==> config.mk <==
export PLATFORM = sky130hd
export DESIGN_NAME = i_fetch
export DESIGN_NICKNAME = d
export VERILOG_FILES = /design/src/rtl/i_fetch.sv
export SDC_FILE = /design/constraint.sdc
export NUM_CORES = 1
export LEC_CHECK = 0
export BUFFER_PORTS_ARGS = -buffer_cell sky130_fd_sc_hd__buf_2
export CELL_PAD_IN_SITES_DETAIL_PLACEMENT = 1
export CELL_PAD_IN_SITES_GLOBAL_PLACEMENT = 1
export CORE_UTILIZATION = 35
export DETAILED_ROUTE_END_ITERATION = 16
export PLACE_DENSITY_LB_ADDON = 0.2
export RECOVER_POWER = 25
export SETUP_SLACK_MARGIN = 0.5
export SKIP_LAST_GASP = 1
export SLEW_MARGIN = 10
export SYNTH_ARGS = -nofsm -noshare
export SYNTH_HDL_FRONTEND = slang
export SYNTH_SLANG_ARGS = --single-unit
==> constraint.sdc <==
create_clock -name clk -period 3.8 [get_ports clk]
set_input_delay 0.76 -clock clk [delete_from_list [all_inputs] [get_ports clk]]
set_output_delay 0.76 -clock clk [all_outputs]
set_load 0.02 [all_outputs]
==> src/rtl/i_fetch.sv <==
// i_fetch -- instruction fetch unit with a small prefetch FIFO.
//
// A fetch PC addresses an asynchronous instruction ROM. Each accepted fetch
// pushes {pc, instr} into a DEPTH-entry buffer (DEPTH = 2 or 4). The decode
// stage pops the head with a valid/ready handshake. A redirect flushes the
// buffer and reloads the fetch PC.
//
// Ports:
//   clk, rst_n            clock, asynchronous active-low reset
//   fetch_en              permits new ROM fetches
//   rom_addr / rom_data   ROM word address out, instruction word in
//   redirect_valid/_pc    branch/jump redirect (flush + reload PC)
//   out_valid/_ready      head handshake toward decode
//   out_instr / out_pc    instruction at head and its word address
//
// Optional build macro IFETCH_PERF_EN adds saturating 16-bit counters:
//   perf_fetched (pushes), perf_stall (cycles with out_valid && !out_ready).
module i_fetch #(
  parameter logic [7:0] RESET_PC = 8'h00,
  parameter int         DEPTH    = 2
) (
  input  logic        clk,
  input  logic        rst_n,
  input  logic        fetch_en,
  output logic [7:0]  rom_addr,
  input  logic [31:0] rom_data,
  input  logic        redirect_valid,
  input  logic [7:0]  redirect_pc,
  output logic        out_valid,
  input  logic        out_ready,
  output logic [31:0] out_instr,
  output logic [7:0]  out_pc
`ifdef IFETCH_PERF_EN
  ,
  output logic [15:0] perf_fetched,
  output logic [15:0] perf_stall
`endif
);

  localparam int            PW   = (DEPTH == 4) ? 2 : 1;
  localparam int            CW   = DEPTH + 1;
  localparam logic [CW-1:0] FULL = CW'(DEPTH);
  localparam logic [31:0]   NOP  = 32'h00000013;

  typedef enum logic [1:0] {BOOT, RUN, DRAIN} state_t;

  typedef struct packed {
    logic [7:0]  pc;
    logic [31:0] instr;
  } entry_t;

  state_t        state;
  logic [7:0]    fetch_pc;
  logic [CW-1:0] count;
  logic [PW-1:0] head, tail;
  entry_t        fifo [DEPTH];
  logic          push, pop;

  assign rom_addr  = fetch_pc;
  assign out_valid = (count != '0);
  assign out_instr = fifo[head].instr;
  assign out_pc    = fifo[head].pc;

  assign pop  = out_valid && out_ready;
  // A full buffer may still accept a fetch when the head leaves this cycle.
  assign push = (state == RUN) && fetch_en && ((count < FULL) || pop);

  // BOOT lasts exactly one edge; afterwards fetch_en alone selects RUN/DRAIN.
  always_ff @(posedge clk or negedge rst_n) begin
    if (!rst_n) begin
      state <= BOOT;
    end else begin
      case (state)
        BOOT:    state <= RUN;
        default: state <= fetch_en ? RUN : DRAIN;
      endcase
    end
  end

  // Entries reset to NOP/RESET_PC so the head reads sensibly while in reset.
  always_ff @(posedge clk or negedge rst_n) begin
    if (!rst_n) begin
      fetch_pc <= RESET_PC;
      count    <= '0;
      head     <= '0;
      tail     <= '0;
      for (int i = 0; i < DEPTH; i++) fifo[i] <= '{pc: RESET_PC, instr: NOP};
    end else if (redirect_valid) begin
      // Flush: same-cycle push/pop are dropped; pointers collapse onto tail.
      fetch_pc <= redirect_pc;
      count    <= '0;
      head     <= tail;
    end else begin
      if (pop) head <= head + PW'(1);
      if (push) begin
        fifo[tail] <= '{pc: fetch_pc, instr: rom_data};
        tail       <= tail + PW'(1);
        fetch_pc   <= fetch_pc + 8'd1;  // wraps FF -> 00
      end
      case ({push, pop})
        2'b10:   count <= count + CW'(1);
        2'b01:   count <= count - CW'(1);
        default: ;
      endcase
    end
  end

`ifdef IFETCH_PERF_EN
  always_ff @(posedge clk or negedge rst_n) begin
    if (!rst_n) begin
      perf_fetched <= '0;
      perf_stall   <= '0;
    end else begin
      if (push && !redirect_valid && (perf_fetched != 16'hFFFF))
        perf_fetched <= perf_fetched + 16'd1;
      if (out_valid && !out_ready && (perf_stall != 16'hFFFF))
        perf_stall <= perf_stall + 16'd1;
    end
  end
`endif

endmodule

Word-level counts from Yosys, hierarchy flattened

Index checks and enable logic that the tools add are counted.

Register bits: 95
Bits of input ports: 45
Output and inout bits: 49

Add/subtract/negate cells: 5
Magnitude comparators: 4
Equal/unequal tests: 3
Muxes and demuxes: 14
Bitwise operators: 3
Reductions and logical operators: 11

Operators by type and width:

| operator              | number |
|---|---|
| $mux W40              | 4 |
| $bwmux W80            | 1 |
| $demux W40 S1         | 1 |
| $mux W8               | 2 |
| $add A8 B1 Y8 const B | 1 |
| $pmux W3 S2           | 1 |
| $reduce_bool A3 Y1    | 2 |
| $eq A2 B1 Y1 const B  | 2 |
| $ge A2 B2 Y1 const B  | 2 |
| $logic_and A1 B1 Y1   | 4 |
| $mux W2               | 2 |
| $not A1 Y2            | 2 |
| $reduce_bool A2 Y1    | 2 |
| $add A3 B1 Y3 const B | 1 |
| $lt A3 B2 Y1 const B  | 1 |
| $mux W3               | 1 |
| $sub A3 B1 Y3 const B | 1 |
| $add A1 B1 Y1 const B | 2 |
| $eq A2 B2 Y1 const B  | 1 |
| $logic_not A2 Y1      | 1 |
| $lt A2 B1 Y1 const B  | 1 |
| $mux W1               | 2 |
| $reduce_and A2 Y1     | 1 |
| $logic_or A1 B1 Y1    | 1 |
| $not A1 Y1            | 1 |

Logic depth before layout (Yosys ltp)

Gate-level depths: netlist of run 1.

Depth in word-level cells: 7
Depth in mapped cells: 7
Mapped depth without buffers: 6

Least setup slack after synthesis of run 1

No wires, ideal clock.

Path type: input to register
Start: input fetch_en
End: register count[2]
Data arrival time: 2.125 ns
Required time: 3.718 ns
Setup slack: 1.593 ns
Stages: 6
Path buffers: 1
Cell sequence: and3b_1 buf_4 nor2_1 fa_1 or4_1 a31oi_1

Cells in the longest elaborated chain, start to end: 5
Elaborated cells on any way between the ends: 7
Those cells by class: eq/ne (2); mux (2); reduce/logical (3)

RTL lines:

| what                                                | line | RTL |
|---|---|---|
| start, declared                                     | 24   | `input logic fetch_en,` |
| $logic_and A1 B1 Y1 (*) (2 in series)               | 66   | `assign push = (state == RUN) && fetch_en && ((count < FULL) \|\| pop);` |
| $eq A2 B1 Y1 / $eq A2 B2 Y1 (equally long branches) | 100  | `case ({push, pop})` |
| $pmux W3 S2                                         | 100  |  |
| $mux W3                                             | 88   | `end else if (redirect_valid) begin` |
| end signal, assigned                                | 101  | `2'b10: count <= count + CW'(1);` |
| end signal, assigned                                | 102  | `2'b01: count <= count - CW'(1);` |
| end, declared                                       | 54   | `logic [CW-1:0] count;` |

Mark *: on every way between the ends. The rest lies on a longest branch, timed or not.
A chain may end at the register's enable or synchronous reset.

==> impl_metrics.env, run 1 <==
export IMPL_cp_top_family="buffers and inverters"
export IMPL_final_fill_count=1317
export IMPL_worstSetupEndpointType="async pin"
export IMPL_drv_cap=1
export IMPL_p_leak_nw=2.39
export IMPL_die_area_um2=12900
export IMPL_status="finished, violations left"
export IMPL_synth_cells=304
export IMPL_syn_area_um2=4370
export IMPL_p_total_w=0.00449
export IMPL_post_cts_buffers=0
export IMPL_io_buffers=93
export IMPL_finalHoldViolations=0
export IMPL_worst_pin_slew_ps=2280
export IMPL_wl_per_cell_um=16.4
export IMPL_cts_num_sinks=95
export IMPL_required_ps=4170
export IMPL_place_hpwl_um=6190
export IMPL_crit_fanout=42
export IMPL_synth_top_cell_area_share_pct=50.9
export IMPL_first_global_vias=2966
export IMPL_cp_start_kind="primary input"
export IMPL_htree_levels=3
export IMPL_cts_buffer_depth=2
export IMPL_final_setup_skew_ps=10.7
export IMPL_finalCritPeriodShare_pct=73.5
export IMPL_cts_tree="built"
export IMPL_initial_core_util_pct=36.1
export IMPL_nets=442
export IMPL_yosysWarnings=0
export IMPL_synthArstFlopShare_pct=100
export IMPL_hp_class="reg2reg"
export IMPL_synth_edff_count=0
export IMPL_ys_types=38
export IMPL_n_antenna_cell=0
export IMPL_drtIter0Drc=86
export IMPL_num_rows=40
export IMPL_yosysSeqAreaShare_pct=54.5
export IMPL_drt_pass1_iter_count=4
export IMPL_synthesis_nets=351
export IMPL_ant_nets=0
export IMPL_setup_viol=0
export IMPL_worst_path_buf_inv=2
export IMPL_drive_gt1_share_pct=51.0
export IMPL_ctsHoldBuffers=0
export IMPL_slew_violations=43
export IMPL_post_synth_top_area_cell="dfrtp_1"
export IMPL_grt_pass1_wl_um=15500
export IMPL_drc_errors=0
export IMPL_final_min_clock_period_ps=2790
export IMPL_rsz0062_at_grt="no"
export IMPL_place_congestion=0.742
export IMPL_slowest_stage="clkbuf_1"
export IMPL_fp_dieH_um=114
export IMPL_clkSlewWorstSetupHoldPaths_ps=70
export IMPL_vias=2712
export IMPL_syn_to_final_growth_pct=19.9
export IMPL_grt_max_degree=43
export IMPL_violations="max-capacitance violations, max-slew violations"
export IMPL_numCtsBuffers=9
export IMPL_core_um2=12100
export IMPL_die_width_um=114
export IMPL_io_pins=94
export IMPL_holdWs_ps=485
export IMPL_clock_root_buffer="clkbuf_16"
export IMPL_grt_antenna_before_repair=0
export IMPL_postRouteWirelength_um=9290
export IMPL_vias_per_cell=4.77
export IMPL_power_density_nw_per_um2=856
export IMPL_path_cells="clkbuf_1 > clkbuf_2"
export IMPL_clk_insertion_delay_late_ps=350
export IMPL_fmax_mhz=358
export IMPL_synthFlopType="dfrtp_1"
export IMPL_critical_path_class="in2async"
export IMPL_avgSynthCellArea_um2=14.4
export IMPL_ir_worst_vdd_mv=0.271
export IMPL_ys_ff_latch=95
export IMPL_synth_area_top_cells="dfrtp_1 (51%), mux2_2 (20%), mux2_1 (11%)"
export IMPL_setup_tns_final_ps=0
export IMPL_grt_overflow=0
export IMPL_grt_usage_pct=16.0
export IMPL_critPathArrivalTime_ps=3170
export IMPL_post_cts_resized=0
export IMPL_cp_slowest_stage_delay_ps=1580
export IMPL_max_slew_margin_pct=-51.9
worst paths after layout:
check | start | to | slack (ps) | cells past startpoint
worst min register to register | fifo[35] | fifo[35] | 490 | 1
min in group asynchronous | rst_n | fifo[10] | 1080 | 1
worst max register to register | state[1] | fifo[16] | 1560 | 4
max in group clk | head | out_pc[2] | 1100 | 3
worst max-delay path | rst_n | head | 1010 | 2
worst min-delay path | fifo[35] | fifo[35] | 490 | 1
kinds of logic after synthesis:
logic type	after synthesis	synth area share, %
buffers and inverters	18	3.03
AO/OA/AOI/OAI	18	3.00
XOR/XNOR	5	1.00
flip-flops	95	54.5
AND/OR/NAND/NOR	42	5.86
adder cells (fa/ha/maj)	2	0.744
multiplexers	124	31.8
sequential cells by signal, indices dropped and copies added, names as in the netlist:
name / flops
count: 3
rom_addr: 8
tail: 1
head: 1
state: 2
fifo: 80
cell usage after synthesis (4+ instances only):
master and instances:
dfrtp_1 89, mux2_2 79, mux2_1 42, o21ai_0 11
nand2_1 10, buf_6 8, dfstp_2 6, nand3_1 5
buf_1 4, nand2b_1 4, nor2_1 4, xor2_1 4
cells in the final DEF (no fill, tap or decap), types with 2 or more instances in the layout:
cell	Yosys	routed
buf_2	1	92
dfrtp_1	89	88
mux2_2	79	79
mux2_1	42	42
o21ai_0	11	11
nand2_1	10	10
clkbuf_16	0	9
dfstp_2	6	6
nand3_1	5	5
nor2_1	4	4
xor2_1	4	4
nand2b_1	4	4
nor2b_1	3	3
mux2i_1	3	3
nand4_1	3	3
clkinvlp_4	0	3
and3b_1	2	2
nor4_1	2	2
and2_1	2	2
o31a_1	2	2
clkinv_2	0	2
clkbuf_8	0	2
buf_4	1	2
layer usage:
metal	vias to the layer above	global-route usage (%)	share of wire (%)
met4	0	7.53	2.0
met1	1371	20.9	46
met3	15	3.19	4.2
met2	63	25.5	48
met5	-	0	0
li1	1263	-	-
final cells by class:
| cell class | instances | area, um^2 | area share (%) |
|---|---|---|---|
| inverters | 1 | 3.75 | 0.0715 |
| well taps | 168 | 210 | 4.01 |
| flip-flops and latches | 95 | 2390 | 45.5 |
| clock buffers | 11 | 253 | 4.82 |
| multi-input cells | 191 | 1860 | 35.4 |
| clock inverters | 5 | 32.5 | 0.620 |
| repair buffers | 97 | 504 | 9.61 |
stage by stage:
stage / utilization (%) / worst slack [ps] / cell area, um^2 / cells
final: 43.3 / 1010 / 5250 / 568
after global routing: 43.3 / 494 / 5250 / 568
after CTS: 43.4 / 1050 / 5250 / 568
after detailed placement: 41.0 / 1090 / 4970 / 552
after global placement: 41.0 / 1140 / 4970 / 552
after floorplan: - / 1590 / 4370 / 304
where the power goes:
part	internal [W]	total (W)	switching (W)
clock network	0.000477	0.000860	0.000383
registers	0.00150	0.00180	0.000297
logic	0.000893	0.00184	0.000942
Note: power is estimated with default switching activity, not from simulation.
==> run 2: changes to the inputs <==
==> constraint.sdc (replaced) <==
create_clock -name clk -period 2.35 [get_ports clk]
set_input_delay 0.47 -clock clk [delete_from_list [all_inputs] [get_ports clk]]
set_output_delay 0.47 -clock clk [all_outputs]
set_load 0.02 [all_outputs]
==> impl_metrics.env, run 2 (same netlist as run 1, synthesis figures left out) <==
export IMPL_vias_per_cell=4.84
export IMPL_core_um2=12100
export IMPL_clock_root_buffer="clkbuf_16"
export IMPL_hp_class="in2reg"
export IMPL_num_rows=40
export IMPL_die_width_um=114
export IMPL_crit_fanout=23
export IMPL_power_density_nw_per_um2=1370
export IMPL_numCtsBuffers=9
export IMPL_worst_pin_slew_ps=1790
export IMPL_final_util_pct=44.9
export IMPL_clk_insertion_delay_late_ps=350
export IMPL_layout_commonest_cell="buf_2"
export IMPL_critical_path_class="reg2out"
export IMPL_io_pins=94
export IMPL_seq_area_um2=2390
export IMPL_slowest_stage="dfrtp_2"
export IMPL_n_antenna_cell=0
export IMPL_final_setup_skew_ps=8.58
export IMPL_cts_tree="built"
export IMPL_setup_viol=0
export IMPL_setup_tns_final_ps=0
export IMPL_drv_cap=1
export IMPL_ant_nets=0
export IMPL_worstSetupEndpointType="primary output"
export IMPL_grt_usage_pct=16.2
export IMPL_ir_worst_vdd_mv=0.475
export IMPL_initial_core_util_pct=36.1
export IMPL_drtIter0Drc=73
export IMPL_final_min_clock_period_ps=1940
export IMPL_grt_antenna_before_repair=0
export IMPL_die_area_um2=12900
export IMPL_cp_slowest_stage_delay_ps=400
export IMPL_slew_violations=32
export IMPL_rsz0062_at_grt="yes"
export IMPL_grt_pass1_wl_um=15600
export IMPL_grt_overflow=0
export IMPL_cts_num_sinks=95
export IMPL_cp_start_kind="register"
export IMPL_status="finished, violations left"
export IMPL_drive_gt1_share_pct=53.3
export IMPL_final_fill_count=1305
export IMPL_finalHoldViolations=0
export IMPL_largest_register_ffs=80
export IMPL_nets=457
export IMPL_syn_to_final_growth_pct=24.3
export IMPL_io_buffers=93
export IMPL_cts_buffer_depth=2
export IMPL_max_slew_margin_pct=-19.2
export IMPL_vias=2820
export IMPL_drt_pass1_iter_count=4
export IMPL_grt_max_degree=43
export IMPL_fmax_mhz=516
export IMPL_top_register="fifo"
export IMPL_clkSlewWorstSetupHoldPaths_ps=60
export IMPL_critPathArrivalTime_ps=1470
export IMPL_place_congestion=0.727
export IMPL_required_ps=1880
export IMPL_finalCritPeriodShare_pct=82.4
export IMPL_fp_dieH_um=114
export IMPL_final_cell_mix="buf_2 (91), dfrtp_1 (85), mux2_2 (79)"
export IMPL_htree_levels=3
export IMPL_place_hpwl_um=6370
export IMPL_p_total_w=0.00745
export IMPL_path_cells="buf_12 > mux2_2 > buf_2"
export IMPL_first_global_vias=3050
export IMPL_multi_input_area_um2=1870
export IMPL_violations="max-capacitance violations, max-slew violations"
export IMPL_wl_per_cell_um=17.3
export IMPL_drc_errors=0
export IMPL_p_leak_nw=2.47
export IMPL_postRouteWirelength_um=10100
## run 2: area by class of cell
class | count | share of cell area (%)
Clock inverter | 2 | 0.184
Inverter | 1 | 0.0691
Tap cell | 168 | 3.87
Timing Repair Buffer | 112 | 13.1
Clock buffer | 14 | 4.49
Multi-Input combinational cell | 191 | 34.4
Sequential cell | 95 | 44.0
## run 2: worst paths after layout
| check | startpoint | to | slack [ps] | cells after the start |
|---|---|---|---|---|
| worst min-delay path | fetch_en | state[1] | 310 | 2 |
| worst min register to register | fifo[23] | fifo[23] | 490 | 1 |
| max in group asynchronous | rst_n | count[0] | 570 | 2 |
| worst max register to register | count[1] | count[2] | 520 | 5 |
| worst max-delay path | head | out_instr[0] | 410 | 3 |
| min in group asynchronous | rst_n | fifo[11] | 590 | 1 |
## run 2: critical path, delay by kind of cell (launching register included)
kind | cells | cell delay (ps)
DFF | 1 | 400
muxes | 1 | 360
buffers and inverters | 2 | 370
## run 2: per-stage QoR
stage	setup slack (ps)	hold slack [ps]	instance area, um^2	instances
after floorplan	534	174	4380	304
after detailed placement	266	442	5010	555
after CTS	383	62.0	5320	575
after global routing	185	306	5440	583
final	413	311	5440	583
after global placement	311	439	5010	555
## run 2: what timing repair did
| item | in CTS | in global routing |
|---|---|---|
| pin swaps | 1 | 3 |
| setup endpoints to repair | 119 | 79 |
| buffers inserted | 4 | 5 |
| cloned | 0 | 3 |
| resized for setup | 7 | 3 |
| hold buffers | 0 | 0 |
## run 2: power breakdown
part / leakage [nW] / total (W) / switching [W] / internal (W)
clock: 0.125 / 0.00132 / 0.000600 / 0.000717
sequential: 1.14 / 0.00287 / 0.000438 / 0.00243
combinational: 1.21 / 0.00326 / 0.00163 / 0.00162
## run 2: routing by layer
layer	global-route usage, %	part of all wire [%]
met5	0	0
met4	8.05	2.0
met3	3.03	3.5
met2	26.6	49
met1	20.5	45
==> run 3: changes to the inputs <==
==> constraint.sdc (replaced) <==
create_clock -name clk -period 1.7 [get_ports clk]
set_input_delay 0.34 -clock clk [delete_from_list [all_inputs] [get_ports clk]]
set_output_delay 0.34 -clock clk [all_outputs]
set_load 0.02 [all_outputs]
==> impl_metrics.env, run 3 (same netlist as run 1, synthesis figures left out) <==
export IMPL_top_register="fifo"
export IMPL_drc_errors=0
export IMPL_n_antenna_cell=0
export IMPL_clk_insertion_delay_late_ps=350
export IMPL_grt_overflow=0
export IMPL_fin_ws_ps=-183
export IMPL_setup_tns_final_ps=-15690
export IMPL_cts_tree="built"
export IMPL_fp_dieH_um=114
export IMPL_vias_per_cell=4.79
export IMPL_drv_cap=0
export IMPL_first_global_vias=3249
export IMPL_nets=512
export IMPL_p_sw_share_pct=33.3
export IMPL_finalHoldViolations=0
export IMPL_die_width_um=114
export IMPL_p_leak_nw=3.18
export IMPL_layout_commonest_cell="dfrtp_1"
export IMPL_final_setup_skew_ps=4.16
export IMPL_place_hpwl_um=6720
export IMPL_setup_viol=123
export IMPL_io_pins=94
export IMPL_largest_register_ffs=80
export IMPL_grt_antenna_before_repair=0
export IMPL_clkSlewWorstSetupHoldPaths_ps=60
export IMPL_hp_class="in2reg"
export IMPL_htree_levels=3
export IMPL_violations="negative setup slack"
export IMPL_p_seq_share_pct=32.1
export IMPL_io_buffers=93
export IMPL_multi_input_area_um2=2220
export IMPL_critPathArrivalTime_ps=2140
export IMPL_num_rows=40
export IMPL_slew_violations=0
export IMPL_ant_nets=0
export IMPL_holdWs_ps=169
export IMPL_required_ps=1960
export IMPL_worstSetupEndpointType="register"
export IMPL_grt_pass1_wl_um=17400
export IMPL_drive_gt1_share_pct=61.5
export IMPL_p_total_w=0.0125
export IMPL_final_min_clock_period_ps=1880
export IMPL_crit_fanout=3
export IMPL_status="finished, violations left"
export IMPL_p_int_w=0.00836
export IMPL_syn_to_final_growth_pct=52.9
export IMPL_p_switching_w=0.00418
export IMPL_placed_cells=572
export IMPL_numCtsBuffers=9
export IMPL_finalCritPeriodShare_pct=111
export IMPL_grt_usage_pct=18.1
export IMPL_power_density_nw_per_um2=1870
export IMPL_critical_path_class="reg2reg"
export IMPL_place_congestion=0.744
export IMPL_wl_per_cell_um=18.6
export IMPL_grt_max_degree=32
export IMPL_final_cell_mix="dfrtp_1 (82), mux2_4 (80), buf_2 (72)"
export IMPL_initial_core_util_pct=36.1
export IMPL_die_area_um2=12900
export IMPL_drt_pass1_iter_count=4
export IMPL_clock_root_buffer="clkbuf_16"
export IMPL_max_slew_margin_pct=50.1
export IMPL_fin_cells=638
export IMPL_cts_buffer_depth=2
export IMPL_cp_start_kind="register"
export IMPL_combPwrFrac_pct=51.4
export IMPL_fmax_mhz=531
export IMPL_worst_pin_slew_ps=748
export IMPL_final_fill_count=1206
export IMPL_seq_area_um2=2390
export IMPL_core_um2=12100
export IMPL_drtIter0Drc=96
export IMPL_postRouteWirelength_um=11800
export IMPL_cts_num_sinks=95
export IMPL_ir_worst_vdd_mv=1.01
export IMPL_rsz0062_at_grt="yes"
export IMPL_clockPowerShare_pct=16.5
export IMPL_vias=3059
## run 3: changes by cell type in the layout (fill, tap and decap cells not counted), moves of 7 or more
cell | previous run | this run
buf_6 | 2 | 37
buf_16 | 0 | 7
mux2_4 | 0 | 80
mux2_2 | 79 | 1
buf_4 | 11 | 31
buf_2 | 91 | 72
## run 3: worst paths after layout
check / start / to / slack, ps / cells past startpoint
min reg2reg: fifo[15] / fifo[15] / 490 / 1
min: fetch_en / state[1] / 170 / 2
min in group asynchronous: rst_n / fifo[24] / 600 / 2
max: count[1] / count[2] / -180 / 6
max reg2reg: count[1] / count[2] / -180 / 6
max in group asynchronous: rst_n / fifo[4] / 170 / 3
## run 3: timing repair
action,CTS,global route
hold buffers,1,0
setup buffers,30,8
pin swaps,2,4
endpoints found under the setup margin,142,142
gates resized for setup,64,59
gates cloned,7,4
hold endpoints to repair,24,0
## run 3: cell type report
type	instances	area share, %
sequential	95	35.8
multi-input combinational	191	33.3
timing repair buffer	167	23.2
clock buffer	14	3.95
tap	168	3.14
clock inverter	2	0.580
inverter	1	0.0561
## run 3: stage by stage
stage	setup WS [ps]	util (%)	area, um^2
floorplan	-115	-	4610
global placement	-96.4	44.4	5380
detailed placement	-196	44.4	5380
CTS	-184	52.3	6330
global route	-261	55.2	6690
finish	-183	55.2	6690
## run 3: routing by layer
metal | part of all wire (%) | vias to the layer above | wire [um] | global-route usage (%)
met2 | 50 | 62 | 5950 | 30.4
met3 | 2.8 | 14 | 333 | 3.19
met5 | 0 | - | 0 | 0
met1 | 45 | 1576 | 5380 | 23.0
met4 | 1.6 | 0 | 184 | 7.53
li1 | - | 1407 | - | -
## run 3: worst max-delay path, cell delays in order (launching register included)
cell	delay, ps
dfrtp_2	430
buf_12	140
o31ai_4	200
nor2_2	80
fa_2	350
or4_4	420
a31oi_1	180
## run 3: power by group through the flow
stage	Combinational, W	Clock, W	Sequential [W]
3_5_place_dp	0.00505	0	0.00405
3_3_place_gp	0.00495	0	0.00396
5_1_grt	0.00684	0.00222	0.00417
6_report	0.00644	0.00207	0.00402
4_1_cts	0.00586	0.00215	0.00399
2_1_floorplan	0.00377	0	0.00389
